<file path="src/rtl/lfsr_ctrl_pkg.sv">
// lfsr_ctrl_pkg: run FSM states and expected-result helpers for lfsr_run_ctrl
package lfsr_ctrl_pkg;
  typedef enum logic [2:0] {IDLE, CLEAR, RUN, SETTLE, DONE} run_state_t;
  function automatic int unsigned exp_period(int unsigned n);
    return (32'd1 << n) - 32'd1;
  endfunction
  function automatic int unsigned exp_ones(int unsigned n);
    return 32'd1 << (n - 32'd1);
  endfunction
endpackage

</file>
<file path="src/rtl/lfsr_run_ctrl_phase_timer.sv">
// phase_timer: loadable down-counter with zero flag, shared by the CLEAR and SETTLE phases
module phase_timer #(
  parameter int W = 4
) (
  input  logic         clk,
  input  logic         rst_n,
  input  logic         load_i,
  input  logic [W-1:0] val_i,
  output logic         zero_o
);
  logic [W-1:0] cnt_q, cnt_d;
  always_comb cnt_d = load_i ? val_i : (cnt_q != '0 ? cnt_q - 1'b1 : cnt_q);
  always_ff @(posedge clk or negedge rst_n)
    if (!rst_n) cnt_q <= '0;
    else cnt_q <= cnt_d;
  assign zero_o = cnt_q == '0;
endmodule

</file>
<file path="src/rtl/lfsr_run_ctrl.sv">
// lfsr_run_ctrl: LFSR period/ones characterisation sequencer; LFSR_RUN_CTRL_STATS_EN adds run/fail counters
module lfsr_run_ctrl import lfsr_ctrl_pkg::*; #(
  parameter int N             = 19,
  parameter int CLR_CYCLES    = 10,
  parameter int TICK_LAT      = 1,
  parameter int SETTLE_CYCLES = 2,
  parameter int TIMEOUT       = (1 << N) + 16
) (
  input  logic       clk,
  input  logic       rst_n,
  input  logic       start,
  input  logic       abort,
  input  logic       max_tick,
  input  logic [N:0] ones_count,
  output logic       sh_en,
  output logic       clr_o,
  output logic       busy,
  output logic       done,
  output logic       pass,
  output logic       err_timeout,
  output logic [N:0] period_q,
  output logic [N:0] ones_q
`ifdef LFSR_RUN_CTRL_STATS_EN
  ,
  output logic [7:0] runs_q,
  output logic [7:0] fails_q
`endif
);
  localparam int PW = $clog2((CLR_CYCLES > SETTLE_CYCLES ? CLR_CYCLES : SETTLE_CYCLES) + 1);
  localparam logic [N:0] TO    = (N+1)'(TIMEOUT);
  localparam logic [N:0] EXP_P = (N+1)'(exp_period(N) + TICK_LAT);
  localparam logic [N:0] EXP_O = (N+1)'(exp_ones(N));
  run_state_t state_q, state_d;
  logic [N:0] cyc_q;
  logic [PW-1:0] ld_val;
  logic ld, tmr_zero, accept, sh_en_q, clr_q, pass_q, err_q;
  phase_timer #(.W(PW)) u_timer (
    .clk    (clk),
    .rst_n  (rst_n),
    .load_i (ld),
    .val_i  (ld_val),
    .zero_o (tmr_zero)
  );
  always_comb begin
    state_d = state_q;
    ld = 1'b0;
    ld_val = PW'(CLR_CYCLES - 1);
    case (state_q)
      IDLE: if (start) begin state_d = CLEAR; ld = 1'b1; end
      CLEAR: if (tmr_zero) state_d = RUN;
      RUN:
        if (max_tick) begin
          state_d = SETTLE;
          ld = 1'b1;
          ld_val = PW'(SETTLE_CYCLES - 1);
        end else if (cyc_q == TO) state_d = DONE;
      SETTLE: if (tmr_zero) state_d = DONE;
      DONE: begin state_d = start ? CLEAR : IDLE; ld = start; end
      default: state_d = IDLE;
    endcase
    if (abort && state_q != IDLE) begin
      state_d = IDLE;
      ld = 1'b0;
    end
  end
  assign accept = ld && state_d == CLEAR;
  always_ff @(posedge clk or negedge rst_n)
    if (!rst_n) begin
      state_q  <= IDLE;
      sh_en_q  <= 1'b0;
      clr_q    <= 1'b0;
      cyc_q    <= '0;
      pass_q   <= 1'b0;
      err_q    <= 1'b0;
      period_q <= '0;
      ones_q   <= '0;
    end else begin
      state_q <= state_d;
      sh_en_q <= state_d == RUN;
      clr_q   <= state_d == CLEAR;
      cyc_q   <= (state_d == RUN && state_q != RUN) ? (N+1)'(1)
               : (state_q == RUN && cyc_q != TO) ? cyc_q + 1'b1 : cyc_q;
      if (accept) begin
        pass_q   <= 1'b0;
        err_q    <= 1'b0;
        period_q <= '0;
        ones_q   <= '0;
      end
      if (state_q == RUN && state_d == SETTLE) period_q <= cyc_q;
      if (state_q == RUN && state_d == DONE) err_q <= 1'b1;
      // pass is resolved on entry to DONE so it is valid alongside the done pulse
      if (state_q == SETTLE && state_d == DONE) begin
        ones_q <= ones_count;
        pass_q <= period_q == EXP_P && ones_count == EXP_O && !err_q;
      end
    end
`ifdef LFSR_RUN_CTRL_STATS_EN
  always_ff @(posedge clk or negedge rst_n)
    if (!rst_n) begin
      runs_q  <= '0;
      fails_q <= '0;
    end else if (state_q == DONE) begin
      runs_q  <= runs_q != 8'hff ? runs_q + 1'b1 : runs_q;
      fails_q <= (!pass_q && fails_q != 8'hff) ? fails_q + 1'b1 : fails_q;
    end
`endif
  assign sh_en       = sh_en_q;
  assign clr_o       = clr_q;
  assign busy        = state_q == CLEAR || state_q == RUN || state_q == SETTLE;
  assign done        = state_q == DONE;
  assign pass        = pass_q;
  assign err_timeout = err_q;
endmodule

</file>
<file path="config.mk">
export PLATFORM = sky130hd
export DESIGN_NAME = lfsr_run_ctrl
export DESIGN_NICKNAME = d
export VERILOG_FILES = /design/src/rtl/lfsr_ctrl_pkg.sv /design/src/rtl/lfsr_run_ctrl_phase_timer.sv /design/src/rtl/lfsr_run_ctrl.sv
export SDC_FILE = /design/constraint.sdc
export NUM_CORES = 1
export LEC_CHECK = 0
export ABC_CLOCK_PERIOD_IN_PS = 3200
export CORE_MARGIN = 2
export CORE_UTILIZATION = 40
export DETAILED_ROUTE_END_ITERATION = 8
export GPL_TIMING_DRIVEN = 0
export HOLD_SLACK_MARGIN = 0.1
export PLACE_DENSITY_LB_ADDON = 0.1
export SYNTH_ARGS = -nofsm -noshare
export SYNTH_HDL_FRONTEND = slang
export SYNTH_SLANG_ARGS = --single-unit
</file>
<file path="constraint.sdc">
create_clock -name clk -period 3.2 [get_ports clk]
set_input_delay 0.48 -clock clk [delete_from_list [all_inputs] [get_ports clk]]
set_output_delay 0.48 -clock clk [all_outputs]
set_load 0.01 [all_outputs]
</file>
==> results of run 1 <==
==> worst max-delay path by stage <==
stage	from	endpoint	depth (start not counted)
2_1_floorplan	u_timer.cnt_q[0]$_DFFE_PN0P_	cyc_q[3]$_DFFE_PN0P_	8
3_3_place_gp	rst_n	period_q[15]$_DFFE_PN0P_	1
6_report	u_timer.cnt_q[0]$_DFFE_PN0P_	cyc_q[2]$_DFFE_PN0P_	9
4_1_cts	u_timer.cnt_q[0]$_DFFE_PN0P_	cyc_q[4]$_DFFE_PN0P_	9
5_1_grt	u_timer.cnt_q[0]$_DFFE_PN0P_	cyc_q[2]$_DFFE_PN0P_	9
3_5_place_dp	abort	period_q[13]$_DFFE_PN0P_	7
==> cells in the final DEF (no fill, tap or decap), drive strengths merged, types with 8 or more instances in the layout <==
| cell | count |
|---|---|
| a21oi | 8 |
| a22o | 42 |
| clkbuf | 23 |
| clkdlybuf4s50 | 69 |
| dfrtp | 71 |
| inv | 8 |
| nand2 | 18 |
| nand3 | 12 |
| nand4 | 9 |
| nor2 | 24 |
| nor3 | 8 |
| nor4 | 12 |
| o21ai | 8 |
| xor2 | 12 |
==> power breakdown <==
group | switching [mW] | leakage [nW] | internal [mW]
Sequential | 0.111 | 0.973 | 1.03
Clock | 0.329 | 0.119 | 0.466
Combinational | 0.576 | 0.778 | 0.471
Total | 1.02 | 1.87 | 1.97
==> kinds of logic after synthesis <==
family / Yosys count / synth area share
simple gates: 102 / 0.1725
compound gates: 67 / 0.1717
fa+ha+maj: 4 / 0.01500
flops: 71 / 0.5604
xor+xnor: 16 / 0.04420
buf+inv: 23 / 0.03631
==> flip-flops by register name, indices dropped and copies added (netlist names) <==
name and flops:
clr_o 1, cyc_q 20, err_timeout 1, ones_q 20
pass 1, period_q 20, sh_en 1, state_q 3
u_timer.cnt_q 4
==> synth_stat cells, types with 2 or more instances <==
cell,n
a21oi_1,7
a22o_1,42
and2_1,2
buf_2,2
buf_6,3
clkbuf_1,9
dfrtp_1,71
ha_1,3
inv_1,8
nand2_1,18
nand2b_1,3
nand3_1,12
nand4_1,9
nor2_1,23
nor3_1,7
nor3b_1,2
nor4_1,12
nor4b_1,2
o21ai_1,7
xnor2_1,4
xor2_1,12
==> metal layers <==
layer	global-route usage	vias up	part of all wire	wire length, microns
li1	-	1213	-	-
met1	0.2814	1237	0.48	3828
met2	0.2953	66	0.47	3759
met3	0.02981	12	0.035	281
met4	0.08211	0	0.018	144
met5	0	-	0	0
==> through the flow <==
step | hold WS (ns) | setup TNS, ns | utilization
floorplan | 0.1844 | 0 | -
CTS | 0.2910 | 0 | 0.5495
global route | 0.3422 | 0 | 0.5495
global placement | 0.4556 | -57.55 | 0.5202
finish | 0.2575 | 0 | 0.5495
detailed placement | 0.4808 | 0 | 0.5199
==> worst max-delay path, stage by stage (launching register included) <==
cell,delay [ns]
dfrtp_1,0.40
inv_1,0.07
ha_1,0.19
or3b_1,0.37
buf_6,0.15
or2_4,0.24
a311o_4,0.47
o21a_1,0.26
o21ai_1,0.15
o21ai_1,0.08
==> layout make-up <==
class                   count  area (sq um)  area share
flip-flops and latches     71          1777      0.4206
multi-input cells         189          1279      0.3027
repair buffers             70         698.2      0.1653
clock buffers              14         192.7     0.04562
well taps                 102         127.6     0.03021
plain buffers              15         85.08     0.02014
clock inverters             2         35.03    0.008294
inverters                   8         30.03    0.007109
==> flow_metrics.py, run 1 <==
metrics = {
    "clock_tree": {
        "path_clk_slew_ns": 0.07,
        "numCtsBuffers": 9,
        "clock_latency_ns": 0.34,
        "cts.sinks": 71,
        "cts_resized": 0,
        "post_cts_buffers": 0,
        "cts_tree": "yes",
        "cts_htree_levels": 3,
        "clock_path_buffers": 2,
        "root_buffer": "clkbuf_8",
        "hold_buffers": 0,
    },
    "layout": {
        "antennaDiodeCount": 0,
        "fin_nets": 392,
        "fillers": 724,
        "drive_gt1_frac": 0.08130,
        "area.growth.synth_to_final_pct": 33.23,
        "stdcell_count": 471,
        "final_area_sq_mm": 0.004224,
    },
    "timing": {
        "setup_slack_ns": 0.6864,
        "fin_crit_sh": 0.7855,
        "hold_violations": 0,
        "tightest_slew_ns": 0.8945,
        "final.setup_skew_ns": 0.008323,
        "finalSetupViolCount": 0,
        "rsz0062_at_grt": "false",
        "clock.fmax_mhz": 397.8,
        "slew_violations": 0,
        "period_minus_slack_ns": 2.514,
        "max_slew_margin": 0.3991,
    },
    "floorplan": {
        "core_sq_mm": 0.007687,
        "die_area_sq_mm": 0.008655,
        "die_h_microns": 93.03,
        "start_util": 0.4124,
        "io_pins": 71,
        "die_w_microns": 93.03,
        "rows": 32,
    },
    "logic_synthesis": {
        "synth_cell_types": 46,
        "synth-edff-count": 0,
        "synth_seq_cells": 71,
        "synth-seq-area-share": 0.5604,
        "ys.flop_type": "dfrtp_1",
        "synth.avg_cell_area_sq_um": 11.20,
        "syn_area_sq_mm": 0.003171,
        "ys_top_cells_by_area": "dfrtp_1, a22o_1, xor2_1",
        "yosysTopAreaCellShare": 0.5604,
        "syn-num-nets": 311,
        "synth_area_leader_cell": "dfrtp_1",
        "yosysWarnings": 0,
        "synth_cells": 283,
        "synth-async-reset-ratio": 1.000,
    },
    "critical_path": {
        "criticalPathCategory": "flop to flop",
        "crit_fanout": 8,
        "rr_endpoint": "cyc_q[2]$_DFFE_PN0P_",
        "reg2reg_from": "u_timer.cnt_q[0]$_DFFE_PN0P_",
        "critPathRequiredTime_ns": 3.41,
        "start_kind": "flop",
        "ff2ff_setup_slack_ns": 0.69,
        "crit_arrival_ns": 2.72,
        "crit_path_end_kind": "flop",
        "ff2ff_path_depth": 9,
    },
    "drt": {
        "drt_wl_total_microns": 8014,
        "first_pass_iters": 6,
        "drtAntennaViolNets": 0,
        "drcViolationCount": 0,
        "drt_iter0_drc": 80,
        "detail_route.wl_per_cell_microns": 17.01,
        "via_per_inst": 5.367,
        "num_vias": 2528,
    },
    "power_and_ir_drop": {
        "ir_drop_mv": 0.2816,
        "design_power_total_mw": 2.988,
        "leakage_nw": 1.869,
        "power.density_mw_per_mm2": 707.4,
    },
    "job": {
        "drv_cap": 0,
    },
    "placement": {
        "placed_cells": 455,
        "globalplace.congestion": 0.8029,
        "place_ws_ns": 0.6506,
        "port_buffers": 70,
        "dp.final_hpwl_microns": 5642,
        "post_dp_cell_area_sq_mm": 0.003996,
    },
    "min_path": {
        "hp-class": "primary input to asynchronous set/reset pin",
    },
    "grt": {
        "grt_first_pass_wirelength_microns": 13100,
        "grt_pass1_vias": 2471,
        "grt_usage": 0.1954,
        "overflow": 0,
        "grt_start_max_net_pins": 72,
        "grt_antenna_before_repair": 0,
    },
    "outcome": {
        "outcome": "finished, final reports clean",
    },
}
(Power assumes the default switching activity.)
==> run 2: changes to the inputs <==
ABC_CLOCK_PERIOD_IN_PS = 2200   (was 3200)
clock period = 2.2 ns   (was 3.2 ns; I/O delays follow)
==> run 2 against run 1 <==
Effect of this change:
- the flow now finishes with violations (negative setup slack)
- critical path depth decreased by 1
- die area unchanged
- non-clock buffer count increased by 15
- largest power group is now combinational logic
==> flow_metrics.py, run 2 (synthesis gave the netlist of run 1 again) <==
metrics = {
    "placement": {
        "dp.final_hpwl_microns": 5527,
        "port_buffers": 70,
        "globalplace.congestion": 0.7813,
        "place_ws_ns": -0.2045,
    },
    "timing": {
        "tightest_slew_ns": 0.5628,
        "holdWs_ns": 0.4772,
        "final.setup_skew_ns": 0.01199,
        "period_minus_slack_ns": 2.294,
        "clock.fmax_mhz": 435.9,
        "fin_crit_sh": 1.043,
        "setup_slack_ns": -0.09421,
        "hold_violations": 0,
        "max_slew_margin": 0.6238,
        "rsz0062_at_grt": "true",
        "setup_tns_ns": -1.075,
        "finalSetupViolCount": 28,
        "slew_violations": 0,
    },
    "drt": {
        "via_per_inst": 5.436,
        "drtAntennaViolNets": 0,
        "detail_route.wl_per_cell_microns": 16.90,
        "num_vias": 2642,
        "drt_wl_total_microns": 8215,
        "drt_iter0_drc": 134,
        "first_pass_iters": 4,
        "drcViolationCount": 0,
    },
    "clock_tree": {
        "cts.sinks": 71,
        "clock_latency_ns": 0.35,
        "numCtsBuffers": 9,
        "cts_tree": "yes",
        "path_clk_slew_ns": 0.08,
        "root_buffer": "clkbuf_8",
        "cts_htree_levels": 3,
        "clock_path_buffers": 2,
    },
    "layout": {
        "largestRegisters": "cyc_q: 20 flops, ones_q: 20 flops, period_q: 20 flops",
        "fillers": 661,
        "seqCellArea_sq_mm": 0.001778,
        "fin_nets": 407,
        "antennaDiodeCount": 0,
        "area.growth.synth_to_final_pct": 41.24,
        "layout_common_cells": "dfrtp_1, clkdlybuf4s50_1, a22o_1",
        "multiInputGateArea_sq_mm": 0.001365,
        "final_core_util": 0.5825,
        "drive_gt1_frac": 0.1823,
        "final_common_cell": "dfrtp_1",
    },
    "grt": {
        "grt_antenna_before_repair": 0,
        "overflow": 0,
        "grt_pass1_vias": 2633,
        "grt_usage": 0.1982,
        "grt_start_max_net_pins": 72,
        "grt_first_pass_wirelength_microns": 13370,
    },
    "floorplan": {
        "io_pins": 71,
        "rows": 32,
        "start_util": 0.4124,
        "die_area_sq_mm": 0.008655,
        "die_w_microns": 93.03,
        "core_sq_mm": 0.007687,
        "die_h_microns": 93.03,
    },
    "min_path": {
        "hp-class": "flop to flop",
    },
    "critical_path": {
        "cp_num_buf_inv": 1,
        "critPathRequiredTime_ns": 2.42,
        "crit_arrival_ns": 2.51,
        "ff2ff_setup_slack_ns": -0.09,
        "cp_slowest_stage_delay_ns": 0.43,
        "start_kind": "flop",
        "crit_path_end_kind": "flop",
        "crit_fanout": 5,
        "criticalPathCategory": "flop to flop",
        "crit_slowest_cell": "a311o_4",
        "path_delay_family": "compound AO/OA/AOI/OAI gates",
        "crit_chain": "inv_1 > ha_2 > or3b_4 > or2_4 > a311o_4 > o21a_4 > o21ai_2 > o31ai_2",
    },
    "power_and_ir_drop": {
        "p_switching_mw": 1.633,
        "leakage_nw": 1.989,
        "swShare": 0.3484,
        "p_clk_frac": 0.253,
        "p_comb_frac": 0.389,
        "ir_drop_mv": 0.5971,
        "power.density_mw_per_mm2": 1047,
        "internal-power_mw": 3.054,
        "design_power_total_mw": 4.688,
        "pwr-share-seq": 0.357,
    },
    "job": {
        "drv_cap": 0,
    },
    "outcome": {
        "outcome": "complete, but fails checks",
        "violations": "negative setup slack",
    },
}
## run 2: cell types whose count changed in the layout (fill, tap and decap cells not counted), moves of 2 or more
cell        delta
clkinvlp_4     +2
o21ai_2        +4
nor3_1         -2
nor2_1         -5
clkbuf_2       +4
buf_4         +14
clkbuf_8       -4
buf_6          +3
o21ai_1        -4
nor3_4         +3
nor2_2         +5
buf_2          -2
clkbuf_1       -6
## run 2: final timing paths
path,from,end,cells after the start
worst max register to register,u_timer.cnt_q[1]$_DFFE_PN0P_,cyc_q[4]$_DFFE_PN0P_,8
worst min-delay path,pass$_DFFE_PN0P_,pass$_DFFE_PN0P_,2
min in group asynchronous,rst_n,state_q[2]$_DFF_PN0_,3
worst min register to register,pass$_DFFE_PN0P_,pass$_DFFE_PN0P_,2
worst max-delay path,u_timer.cnt_q[1]$_DFFE_PN0P_,cyc_q[4]$_DFFE_PN0P_,8
max in group asynchronous,rst_n,cyc_q[5]$_DFFE_PN0P_,3
## run 2: cell type report
class / count / share of cell area
Buffer: 12 / 0.01872
Clock buffer: 10 / 0.03073
Clock inverter: 6 / 0.02068
Inverter: 8 / 0.006706
Multi-Input combinational cell: 189 / 0.3048
Sequential cell: 71 / 0.3970
Tap cell: 102 / 0.02850
Timing Repair Buffer: 88 / 0.1928
## run 2: through the flow
stage	area, sq um	std cells
detailed placement	4026	456
global placement	4001	455
floorplan	3173	283
CTS	4382	483
global route	4478	486
finish	4478	486
## run 2: power by group through the flow
| stage | Clock [mW] | Sequential (mW) | Combinational [mW] |
|---|---|---|---|
| final | 1.19 | 1.67 | 1.83 |
| after global placement | 0 | 1.68 | 1.51 |
| after floorplan | 0 | 1.70 | 0.932 |
| after CTS | 1.21 | 1.66 | 1.68 |
| after global routing | 1.28 | 1.70 | 1.98 |
| after detailed placement | 0 | 1.69 | 1.53 |
## run 2: worst min-delay path: stages, from the launching register on
cell and delay [ns]:
dfrtp_1 0.35, nand2_1 0.05, nand2_1 0.05
## run 2: layer usage
layer	part of all wire	global-route usage	wire length (microns)	up-vias
met2	0.49	0.3134	4015	70
met1	0.46	0.2694	3741	1315
met3	0.042	0.04512	347	7
met5	0	0	0	-
met4	0.013	0.06985	110	0
li1	-	-	-	1250
## run 2: what timing repair did
action | in CTS | in global routing
endpoints found under the hold margin | 71 | 0
hold buffers | 1 | 0
setup buffers | 11 | 5
setup endpoints to repair | 64 | 66
gates resized for setup | 10 | 27
pin swaps | 10 | 6
